===== src/rtl/if_s_if.sv =====
// ---------------------------------------------------------------------------
// inf_IF_ID : IF/ID pipeline register bundle between fetch and decode.
//   pc   [ADDR_BITS-1:0] : address of the instruction held in IF/ID
//   inst [31:0]          : instruction word (NOP bubble when nothing valid)
// Modports:
//   IF2ID : fetch side, drives pc/inst
//   ID    : decode side, reads pc/inst
// ---------------------------------------------------------------------------
interface inf_IF_ID #(
  parameter int ADDR_BITS = 32
);
  logic [ADDR_BITS-1:0] pc;
  logic [31:0]          inst;

  modport IF2ID (output pc, output inst);
  modport ID    (input  pc, input  inst);
endinterface


===== src/rtl/if_s.sv =====
// ---------------------------------------------------------------------------
// if_s : instruction-fetch stage of the five-stage RV32I core.
// Owns the PC, runs the instruction-memory request handshake and writes the
// IF/ID register. Handles memory wait states, EX redirects (also while a
// fetch is outstanding) and hazard-unit stalls.
// Ports:
//   clk            : clock, rising edge
//   rst            : synchronous active-high reset
//   if2id_o        : IF/ID register (pc, inst), both registered
//   stall_i        : hold IF/ID, do not advance fetch
//   redirect_i     : taken branch/jump from EX, flushes IF/ID
//   redirect_pc_i  : redirect target, bits [1:0] ignored
//   im_req_o       : fetch request valid (registered)
//   im_addr_o      : fetch address (registered, word aligned)
//   im_ack_i       : memory accepts request, data returned same cycle
//   im_rdata_i     : instruction word, valid when im_req_o & im_ack_i
// ---------------------------------------------------------------------------
module if_s #(
  parameter int                   ADDR_BITS = 32,
  parameter logic [ADDR_BITS-1:0] RESET_PC  = {ADDR_BITS{1'b0}},
  parameter logic [31:0]          NOP_INST  = 32'h0000_0013
) (
  input  logic                 clk,
  input  logic                 rst,
  inf_IF_ID.IF2ID              if2id_o,
  input  logic                 stall_i,
  input  logic                 redirect_i,
  input  logic [ADDR_BITS-1:0] redirect_pc_i,
  output logic                 im_req_o,
  output logic [ADDR_BITS-1:0] im_addr_o,
  input  logic                 im_ack_i,
  input  logic [31:0]          im_rdata_i
);

  typedef enum logic [1:0] {
    ST_START = 2'd0,
    ST_FETCH = 2'd1,
    ST_HOLD  = 2'd2,
    ST_DROP  = 2'd3
  } state_t;

  localparam logic [ADDR_BITS-1:0] PC_STEP   = ADDR_BITS'(3'd4);
  // Clears the two low bits; reading every bit of the target keeps it aligned.
  localparam logic [ADDR_BITS-1:0] ALIGN_MSK = ~(ADDR_BITS'(2'b11));

  state_t               state_q,    state_d;
  logic                 im_req_q,   im_req_d;
  logic [ADDR_BITS-1:0] req_addr_q, req_addr_d;
  logic [ADDR_BITS-1:0] pend_pc_q,  pend_pc_d;
  logic [ADDR_BITS-1:0] buf_pc_q,   buf_pc_d;
  logic [31:0]          buf_inst_q, buf_inst_d;
  logic [ADDR_BITS-1:0] id_pc_q,    id_pc_d;
  logic [31:0]          id_inst_q,  id_inst_d;

  logic                 ack_s;
  logic [ADDR_BITS-1:0] tgt_s;

  assign ack_s = im_req_q & im_ack_i;
  assign tgt_s = redirect_pc_i & ALIGN_MSK;

  assign im_req_o     = im_req_q;
  assign im_addr_o    = req_addr_q;
  assign if2id_o.pc   = id_pc_q;
  assign if2id_o.inst = id_inst_q;

  // Next-state, next-PC and IF/ID update logic.
  always_comb begin
    state_d    = state_q;
    req_addr_d = req_addr_q;
    pend_pc_d  = pend_pc_q;
    buf_pc_d   = buf_pc_q;
    buf_inst_d = buf_inst_q;
    id_pc_d    = id_pc_q;
    id_inst_d  = id_inst_q;

    case (state_q)
      ST_START: begin
        // One idle cycle after reset before the first request.
        state_d = ST_FETCH;
      end

      ST_FETCH: begin
        if (redirect_i && ack_s) begin
          // Fetched word is on the wrong path: bubble, restart at target.
          id_pc_d    = tgt_s;
          id_inst_d  = NOP_INST;
          req_addr_d = tgt_s;
        end else if (redirect_i) begin
          // Request must stay stable until acked, so remember the target.
          id_inst_d = NOP_INST;
          pend_pc_d = tgt_s;
          state_d   = ST_DROP;
        end else if (stall_i && ack_s) begin
          // Decode is frozen: park the word so it is not lost.
          buf_pc_d   = req_addr_q;
          buf_inst_d = im_rdata_i;
          state_d    = ST_HOLD;
        end else if (stall_i) begin
          state_d = ST_FETCH;
        end else if (ack_s) begin
          id_pc_d    = req_addr_q;
          id_inst_d  = im_rdata_i;
          req_addr_d = req_addr_q + PC_STEP;
        end else begin
          // Wait state: bubble tagged with the address still in flight.
          id_pc_d   = req_addr_q;
          id_inst_d = NOP_INST;
        end
      end

      ST_HOLD: begin
        if (redirect_i) begin
          buf_pc_d   = {ADDR_BITS{1'b0}};
          buf_inst_d = 32'h0000_0000;
          id_inst_d  = NOP_INST;
          req_addr_d = tgt_s;
          state_d    = ST_FETCH;
        end else if (stall_i) begin
          state_d = ST_HOLD;
        end else begin
          id_pc_d    = buf_pc_q;
          id_inst_d  = buf_inst_q;
          req_addr_d = buf_pc_q + PC_STEP;
          state_d    = ST_FETCH;
        end
      end

      ST_DROP: begin
        // Stale request still outstanding; nothing useful reaches decode.
        id_inst_d = NOP_INST;
        if (redirect_i) begin
          pend_pc_d = tgt_s;
        end else begin
          pend_pc_d = pend_pc_q;
        end
        if (ack_s) begin
          // A redirect in the ack cycle is newer than the stored one.
          req_addr_d = redirect_i ? tgt_s : pend_pc_q;
          state_d    = ST_FETCH;
        end else begin
          state_d = ST_DROP;
        end
      end

      default: begin
        state_d = ST_START;
      end
    endcase

    im_req_d = (state_d == ST_FETCH) || (state_d == ST_DROP);
  end

  // State and datapath registers with synchronous reset.
  always_ff @(posedge clk) begin
    if (rst) begin
      state_q    <= ST_START;
      im_req_q   <= 1'b0;
      req_addr_q <= RESET_PC;
      pend_pc_q  <= {ADDR_BITS{1'b0}};
      buf_pc_q   <= {ADDR_BITS{1'b0}};
      buf_inst_q <= 32'h0000_0000;
      id_pc_q    <= {ADDR_BITS{1'b0}};
      id_inst_q  <= NOP_INST;
    end else begin
      state_q    <= state_d;
      im_req_q   <= im_req_d;
      req_addr_q <= req_addr_d;
      pend_pc_q  <= pend_pc_d;
      buf_pc_q   <= buf_pc_d;
      buf_inst_q <= buf_inst_d;
      id_pc_q    <= id_pc_d;
      id_inst_q  <= id_inst_d;
    end
  end

endmodule


===== src/flat_wrapper.sv =====
// flat-port wrapper written by rule: the top's interface ports become plain ports
module if_s_flat 
#(
  parameter int                   ADDR_BITS = 32,
  parameter logic [ADDR_BITS-1:0] RESET_PC  = {ADDR_BITS{1'b0}},
  parameter logic [31:0]          NOP_INST  = 32'h0000_0013
)
  (clk, rst, stall_i, redirect_i, redirect_pc_i, im_req_o, im_addr_o, im_ack_i, im_rdata_i, if2id_o_pc, if2id_o_inst);
  inf_IF_ID #(.ADDR_BITS(ADDR_BITS)) if2id_o_i ();
  input  logic clk;
  input  logic rst;
  input  logic stall_i;
  input  logic redirect_i;
  input  logic [ADDR_BITS-1:0] redirect_pc_i;
  output logic im_req_o;
  output logic [ADDR_BITS-1:0] im_addr_o;
  input  logic im_ack_i;
  input  logic [31:0] im_rdata_i;
  output wire logic [$bits(if2id_o_i.pc)-1:0] if2id_o_pc;
  output wire logic [$bits(if2id_o_i.inst)-1:0] if2id_o_inst;
  assign if2id_o_pc = if2id_o_i.pc;
  assign if2id_o_inst = if2id_o_i.inst;
  if_s #(.ADDR_BITS(ADDR_BITS), .RESET_PC(RESET_PC), .NOP_INST(NOP_INST)) u_core (.clk(clk), .rst(rst), .if2id_o(if2id_o_i), .stall_i(stall_i), .redirect_i(redirect_i), .redirect_pc_i(redirect_pc_i), .im_req_o(im_req_o), .im_addr_o(im_addr_o), .im_ack_i(im_ack_i), .im_rdata_i(im_rdata_i));
endmodule

===== config.mk =====
export PLATFORM = sky130hd
export DESIGN_NAME = if_s_flat
export DESIGN_NICKNAME = d
export VERILOG_FILES = /design/src/rtl/if_s_if.sv /design/src/rtl/if_s.sv /design/src/flat_wrapper.sv
export SDC_FILE = /design/constraint.sdc
export NUM_CORES = 1
export LEC_CHECK = 0
export ABC_AREA = 1
export CAP_MARGIN = 10
export CORE_MARGIN = 2
export CORE_UTILIZATION = 50
export CTS_CLUSTER_DIAMETER = 30
export DETAILED_ROUTE_END_ITERATION = 7
export PLACE_DENSITY = 0.74
export SLEW_MARGIN = 15
export SYNTH_ARGS = -nofsm -noshare
export SYNTH_HDL_FRONTEND = slang
export SYNTH_SLANG_ARGS = --single-unit

===== constraint.sdc =====
create_clock -name clk -period 2.6 [get_ports clk]
set_clock_uncertainty 0.2 [all_clocks]
set_input_delay 0.26 -clock clk [delete_from_list [all_inputs] [get_ports clk]]
set_output_delay 0.26 -clock clk [all_outputs]
set_load 0.05 [all_outputs]

After elaboration in Yosys (flattened, before gate mapping)
Index checks and enable logic that the tools add are counted.

Add/subtract/negate cells: 2. Eq/ne operators: 19. Mux-type cells: 44. Bitwise gates (word level): 1. Reduce and logical (&&, ||, !) cells: 12.

Operators with widths (count): two-way mux 32 bit (30); case mux 32 bit (2 select lines) (4); case mux 32 bit (3 select lines) (2); adder 32 x 3 -> 32 bit, second input constant (2); two-way mux 2 bit (7); inequality test 2 bit, second input constant (5); inequality test 3 x 2 -> 1 bit, second input constant (3); inequality test 4 x 3 -> 1 bit, second input constant (2); case mux 2 bit (4 select lines) (1); AND reduction 7 bit (1); == test 2 bit, second input constant (3); AND reduction 6 bit (1); AND reduction 5 bit (1); == test 2 x 1 -> 1 bit, second input constant (2); inequality test 2 x 1 -> 1 bit, second input constant (2); AND reduction 4 bit (1); nonzero test 2 bit (2); inequality test 3 x 1 -> 1 bit, second input constant (1); inequality test 3 bit, second input constant (1); nonzero test 3 bit (1); logical AND 1 bit (2); zero test 2 bit (1); AND reduction 2 bit (1); AND 1 bit (1); logical OR 1 bit (1).

Register bits after elaboration: 195. Input port bits: 69. Output and inout bits: 97. Logic and storage cells: 86.

Longest topological paths before layout
Word-level depth: 8. Depth in mapped cells: 13. Depth with buffers taken out: 13.

Worst setup path before layout
Ideal clock, no wire load.

Kind: register -> register. From: register u_core.state_q[0]. To: register u_core.req_addr_q[30] (netlist: u_core.im_addr_o[30]). Library setup time: 120 ps. Arrival time: 2017 ps. Data required time: 2280 ps. Slack: 263 ps. Stages on the path, launching flop included: 14. Buffers on the path: 1. Period minus slack after synthesis: 2337 ps. Cells stage by stage: dfxtp_1 inv_1 ha_1 inv_2 nor2_1 nand2_1 nand2_1 nor2_1 nand2_4 inv_2 buf_4 nand2_1 a21oi_1 a21oi_1.

Longest elaborated chain between the ends: 3. Elaborated cells on any way between the ends: 12. Those cells by class: 9 x eq/ne; 1 x mux; 2 x reduce/logical.

Ends and longest elaborated chain: start: declaration (RTL line if_s.sv:46) `state_t state_q, state_d;`; start signal: assignment (RTL line if_s.sv:165) `state_q <= state_d;`; == test 2 x 1 -> 1 bit or == test 2 bit (tied branches) (RTL line if_s.sv:76) `case (state_q)`; inequality test 3 x 1 -> 1 bit (no source line), or another cell as far along; AND reduction 7 bit (no source line); end signal: assignment (RTL line if_s.sv:167) `req_addr_q <= req_addr_d;`; end: declaration (RTL line if_s.sv:48) `logic [ADDR_BITS-1:0] req_addr_q, req_addr_d;`.

Several ways; a longest one is shown, not always the timed one. A chain may end at the register's enable or synchronous reset.

Worst setup path in the final report
From: register u_core.state_q[0]. To: register u_core.req_addr_q[28] (netlist: u_core.im_addr_o[28]).

Same word-level chain as after synthesis.

==> results by stage <==
Status:
- The run finished with clean final reports.

Hold path:
- The path with the worst hold slack has its endpoint at u_core.pend_pc_q[6].
- The worst hold path begins at redirect_i.
- The type of the tightest min-delay check is in2reg.
- The worst hold path was traced through 3 stages.

Setup path:
- The reg-to-reg critical path endpoint is u_core.im_addr_o[28].
- The biggest fanout along the worst timing path is 26.
- STA classifies the critical path endpoint as a register.
- The setup path with the least slack is of type reg2reg.
- The startpoint kind of the worst setup timing path is a register.
- The data arrival time at the worst-slack endpoint is 2.56 ns.
- The number of buffer and inverter instances along the worst setup path is 4.
- The signal on the critical path passes through inv_1, ha_1, clkinv_2, nor2_4, nand2_1, nand2_1, nor2_2, nand2_4, inv_2, buf_12, o221ai_1, a21oi_1, a21oi_1.
- The register-to-register setup slack is 0.17 ns.
- In this run the critical register-to-register path is launched from u_core.state_q[0].
- For the worst setup path, the data required time is 2.73 ns.
- Counting cells, the worst reg-to-reg path comes to 13.
- Among cell families on the critical path, the largest total delay comes from buffers and inverters.
- The largest incremental delay on the critical path is 0.38 ns.
- The slowest library cell on the worst path is sky130_fd_sc_hd__dfxtp_2.

Route:
- After detailed routing, the number of remaining DRC violations is 0.
- In the routed layout, each cell is associated on average with a via count of 5.92.
- The routed design has 40000 um of wire.
- The wire length per cell is 19.6 um.
- The number of search-and-repair iterations in the first detailed-routing pass is 6.
- For this block, the initial DRC count from the detailed router was 1185.
- The remaining antenna violation count is 0.
- The routed layout has 12.1k vias.

Floorplanning:
- The die is 150 um tall.
- The area of the die is 22600 um^2.
- The number of placement rows is 53.
- The count of pins on the block boundary is 166.
- The chip width is 150 um.
- Once the floorplan was initialized, standard cells occupied 51.0% of the core.
- The core box area is 21000 um^2.

Yosys:
- The instance count of the mapped netlist is 1630.
- After synthesis, the share of flip-flops with an asynchronous set or reset is 0%.
- The dominant register cell in the synthesized netlist is sky130_fd_sc_hd__dfxtp_1.
- The count of state elements after synthesis is 194.
- By area the synthesized netlist is led by sky130_fd_sc_hd__dfxtp_1 36%, sky130_fd_sc_hd__nand2_1 14%, sky130_fd_sc_hd__a21oi_1 9.4%.
- The cell accounting for the most synthesized area is sky130_fd_sc_hd__dfxtp_1.
- The portion of synthesized cell area occupied by the leading cell type is 36.2%.
- The number of different library cells in the post-synthesis netlist is 47.
- The average cell area after synthesis is 6.58 um^2.
- During synthesis, Yosys emitted a total of 0 warnings.
- The area of the mapped netlist is 10700 um^2.
- The synthesized netlist net count is 1705.
- After synthesis, flip-flops and latches occupy 36.2% of the total area.
- The number of enable flip-flop cells after synthesis is 0.

Layout:
- The proportion of layout cells with a drive suffix above 1 is 7.48%.
- The number of diodes added for antenna fixing is 0.
- Leaving out fill and tap cells, the most frequent cell in the layout is sky130_fd_sc_hd__nand2_1.
- The layout net count is 1827.
- Compared with the post-synthesis result, the final layout area differs by 24.1%.
- The library cells used most frequently in the layout, excluding fill and tap cells, are 400 x sky130_fd_sc_hd__nand2_1, 201 x sky130_fd_sc_hd__a21oi_1, 193 x sky130_fd_sc_hd__dfxtp_1.

Global routing:
- The number of antenna violations at the first check in global routing is 0.
- The pin count of the biggest net entering global routing is 123.
- The number of global-route vias before repair is 11.3k.
- The global-route usage over all layers is 35.2%.
- The global-route wire length before repair is 61300 um.
- The aggregate global routing overflow is 0.

STA:
- The pin slew with the least headroom to its limit is 0.858 ns.
- The maximum clock frequency is 412 MHz.
- Setup repair after global routing left no endpoint under its margin.
- The portion of the clock cycle consumed by the worst path in the final layout is 93.3%.
- The shortest period the worst path allows is 2.43 ns.
- The final max-slew violation count came to 0.
- The final number of setup-violating endpoints is 0.
- The total count of hold-check failures in the final report is 0.
- Headroom to the max-slew limit came out at 42.2%.
- After routing, the total negative slack on setup checks comes to 0 ns.
- The final-layout worst hold slack is 0.0775 ns.

Clock network:
- The H-tree depth reported by CTS is 4.
- TritonCTS built the clock tree.
- In this run the deepest clock path goes through 2 buffers.
- The clock-pin slew of the registers on the worst-case setup and hold paths is 0.09 ns.
- The cell chosen for the clock root is sky130_fd_sc_hd__clkbuf_16.
- For the worst-skew pair, the clock arrives at the later sink with an insertion delay of 0.46 ns.
- The number of buffers inserted to repair setup after CTS is 0.
- The tree built by TritonCTS fans out to 194 sinks.
- The clock buffer count from CTS is 17.

Placed design:
- The count of buffers from port buffering is 163.
- The sum of net half-perimeters after detailed placement is 27700 um.
- The routability-driven placement congestion ratio is 0.999.

Pwr:
- IR analysis of the VDD net gives a maximum drop of 0.000470 V.
- The leakage dissipation is 0.00498 uW.
- The power per cell area is 694 nW/um^2.

Flow run:
- Max-cap violations in this run came to 0.
## timing repair
item / 4_1_cts / 5_1_grt
endpoints found under the setup margin: 5 / 26
hold buffers: 1 / 0
cloned: 0 / 1
hold endpoints to repair: 7 / 0
resized for setup: 1 / 3
## power by group
group / switching [uW] / total [uW] / internal, uW
clock network: 1410 / 2720 / 1310
logic: 1890 / 2860 / 963
registers: 341 / 3660 / 3320
## state kept, by name (all words and copies together) (netlist names)
register,cells
u_core.buf_inst_q,32
u_core.buf_pc_q,32
u_core.if2id_o.inst,32
u_core.if2id_o.pc,32
u_core.im_addr_o,32
u_core.pend_pc_q,32
u_core.state_q,2
## routing by layer
metal  part of all wire [%]  track usage (%)  up-vias
li1                       -                -     5745
met5                      0                0        -
met2                     45             56.2      654
met4                    8.6             27.8        0
met3                    8.7             7.30      163
met1                     38             41.1     5507
## cell families after synthesis
group                      synth area share (%)
buffers and inverters                      8.86
AOI/OAI and AO/OA                          24.1
xor gates and xnor gates                  0.653
adders and majority gates                 0.700
and+or+nand+nor                            29.5
DFF                                        36.2
## worst max path at each step
stage / to / cells past startpoint / startpoint / slack (ns)
detailed placement: u_core.if2id_o.pc[26] / 9 / u_core.state_q[0] / 0.02
floorplan: u_core.im_addr_o[30] / 13 / u_core.state_q[0] / 0.26
global placement: u_core.if2id_o.pc[26] / 9 / u_core.state_q[0] / 0.08
finish: u_core.im_addr_o[28] / 13 / u_core.state_q[0] / 0.17
global route: u_core.if2id_o.pc[16] / 9 / u_core.state_q[0] / 0.05
CTS: u_core.if2id_o.pc[26] / 9 / u_core.state_q[0] / 0.02
## worst reg2reg max path: stages, from the launching register on
cell                       delay, ns
sky130_fd_sc_hd__dfxtp_2        0.38
sky130_fd_sc_hd__inv_1          0.07
sky130_fd_sc_hd__ha_1           0.23
sky130_fd_sc_hd__clkinv_2       0.15
sky130_fd_sc_hd__nor2_4         0.05
sky130_fd_sc_hd__nand2_1        0.07
sky130_fd_sc_hd__nand2_1        0.09
sky130_fd_sc_hd__nor2_2         0.14
sky130_fd_sc_hd__nand2_4        0.11
sky130_fd_sc_hd__inv_2          0.17
sky130_fd_sc_hd__buf_12         0.20
sky130_fd_sc_hd__o221ai_1       0.20
sky130_fd_sc_hd__a21oi_1        0.16
sky130_fd_sc_hd__a21oi_1        0.07
## cell usage after synthesis (8+ instances only)
master                       n
sky130_fd_sc_hd__a211oi_1   36
sky130_fd_sc_hd__clkbuf_1   54
sky130_fd_sc_hd__o22ai_1    11
sky130_fd_sc_hd__nor3_1      9
sky130_fd_sc_hd__buf_4      12
sky130_fd_sc_hd__nor2_2     12
sky130_fd_sc_hd__nor2_1    143
sky130_fd_sc_hd__o211ai_1   20
sky130_fd_sc_hd__nand3_1   133
sky130_fd_sc_hd__a31oi_1    29
sky130_fd_sc_hd__buf_2      32
sky130_fd_sc_hd__inv_2       9
sky130_fd_sc_hd__nand4_1    11
sky130_fd_sc_hd__o21ai_0   137
sky130_fd_sc_hd__a21oi_1   201
sky130_fd_sc_hd__inv_1     105
sky130_fd_sc_hd__nand2_1   400
sky130_fd_sc_hd__dfxtp_1   194
sky130_fd_sc_hd__o21ai_1     8
## through the flow
stage	util, %	worst slack, ns	power, uW	instances	instance area, um^2
2_1_floorplan	-	0.263	5480	1630	10700
3_3_place_gp	60.2	0.0838	6480	2006	12700
3_5_place_dp	60.2	0.0193	6520	2006	12700
4_1_cts	63.2	0.0158	9220	2039	13300
5_1_grt	63.3	0.0521	9630	2040	13300
6_report	63.3	0.173	9240	2040	13300
## area by class of cell
type                            instances  area (um^2)
Inverter                              115          435
Sequential cell                       194         3880
Clock buffer                           18          429
Fill cell                            1973         7710
Multi-Input combinational cell       1214         5920
Timing Repair Buffer                  210         2120
Clock inverter                         14          178
Tap cell                              275          344
Note: power is estimated with default switching activity, not from simulation.
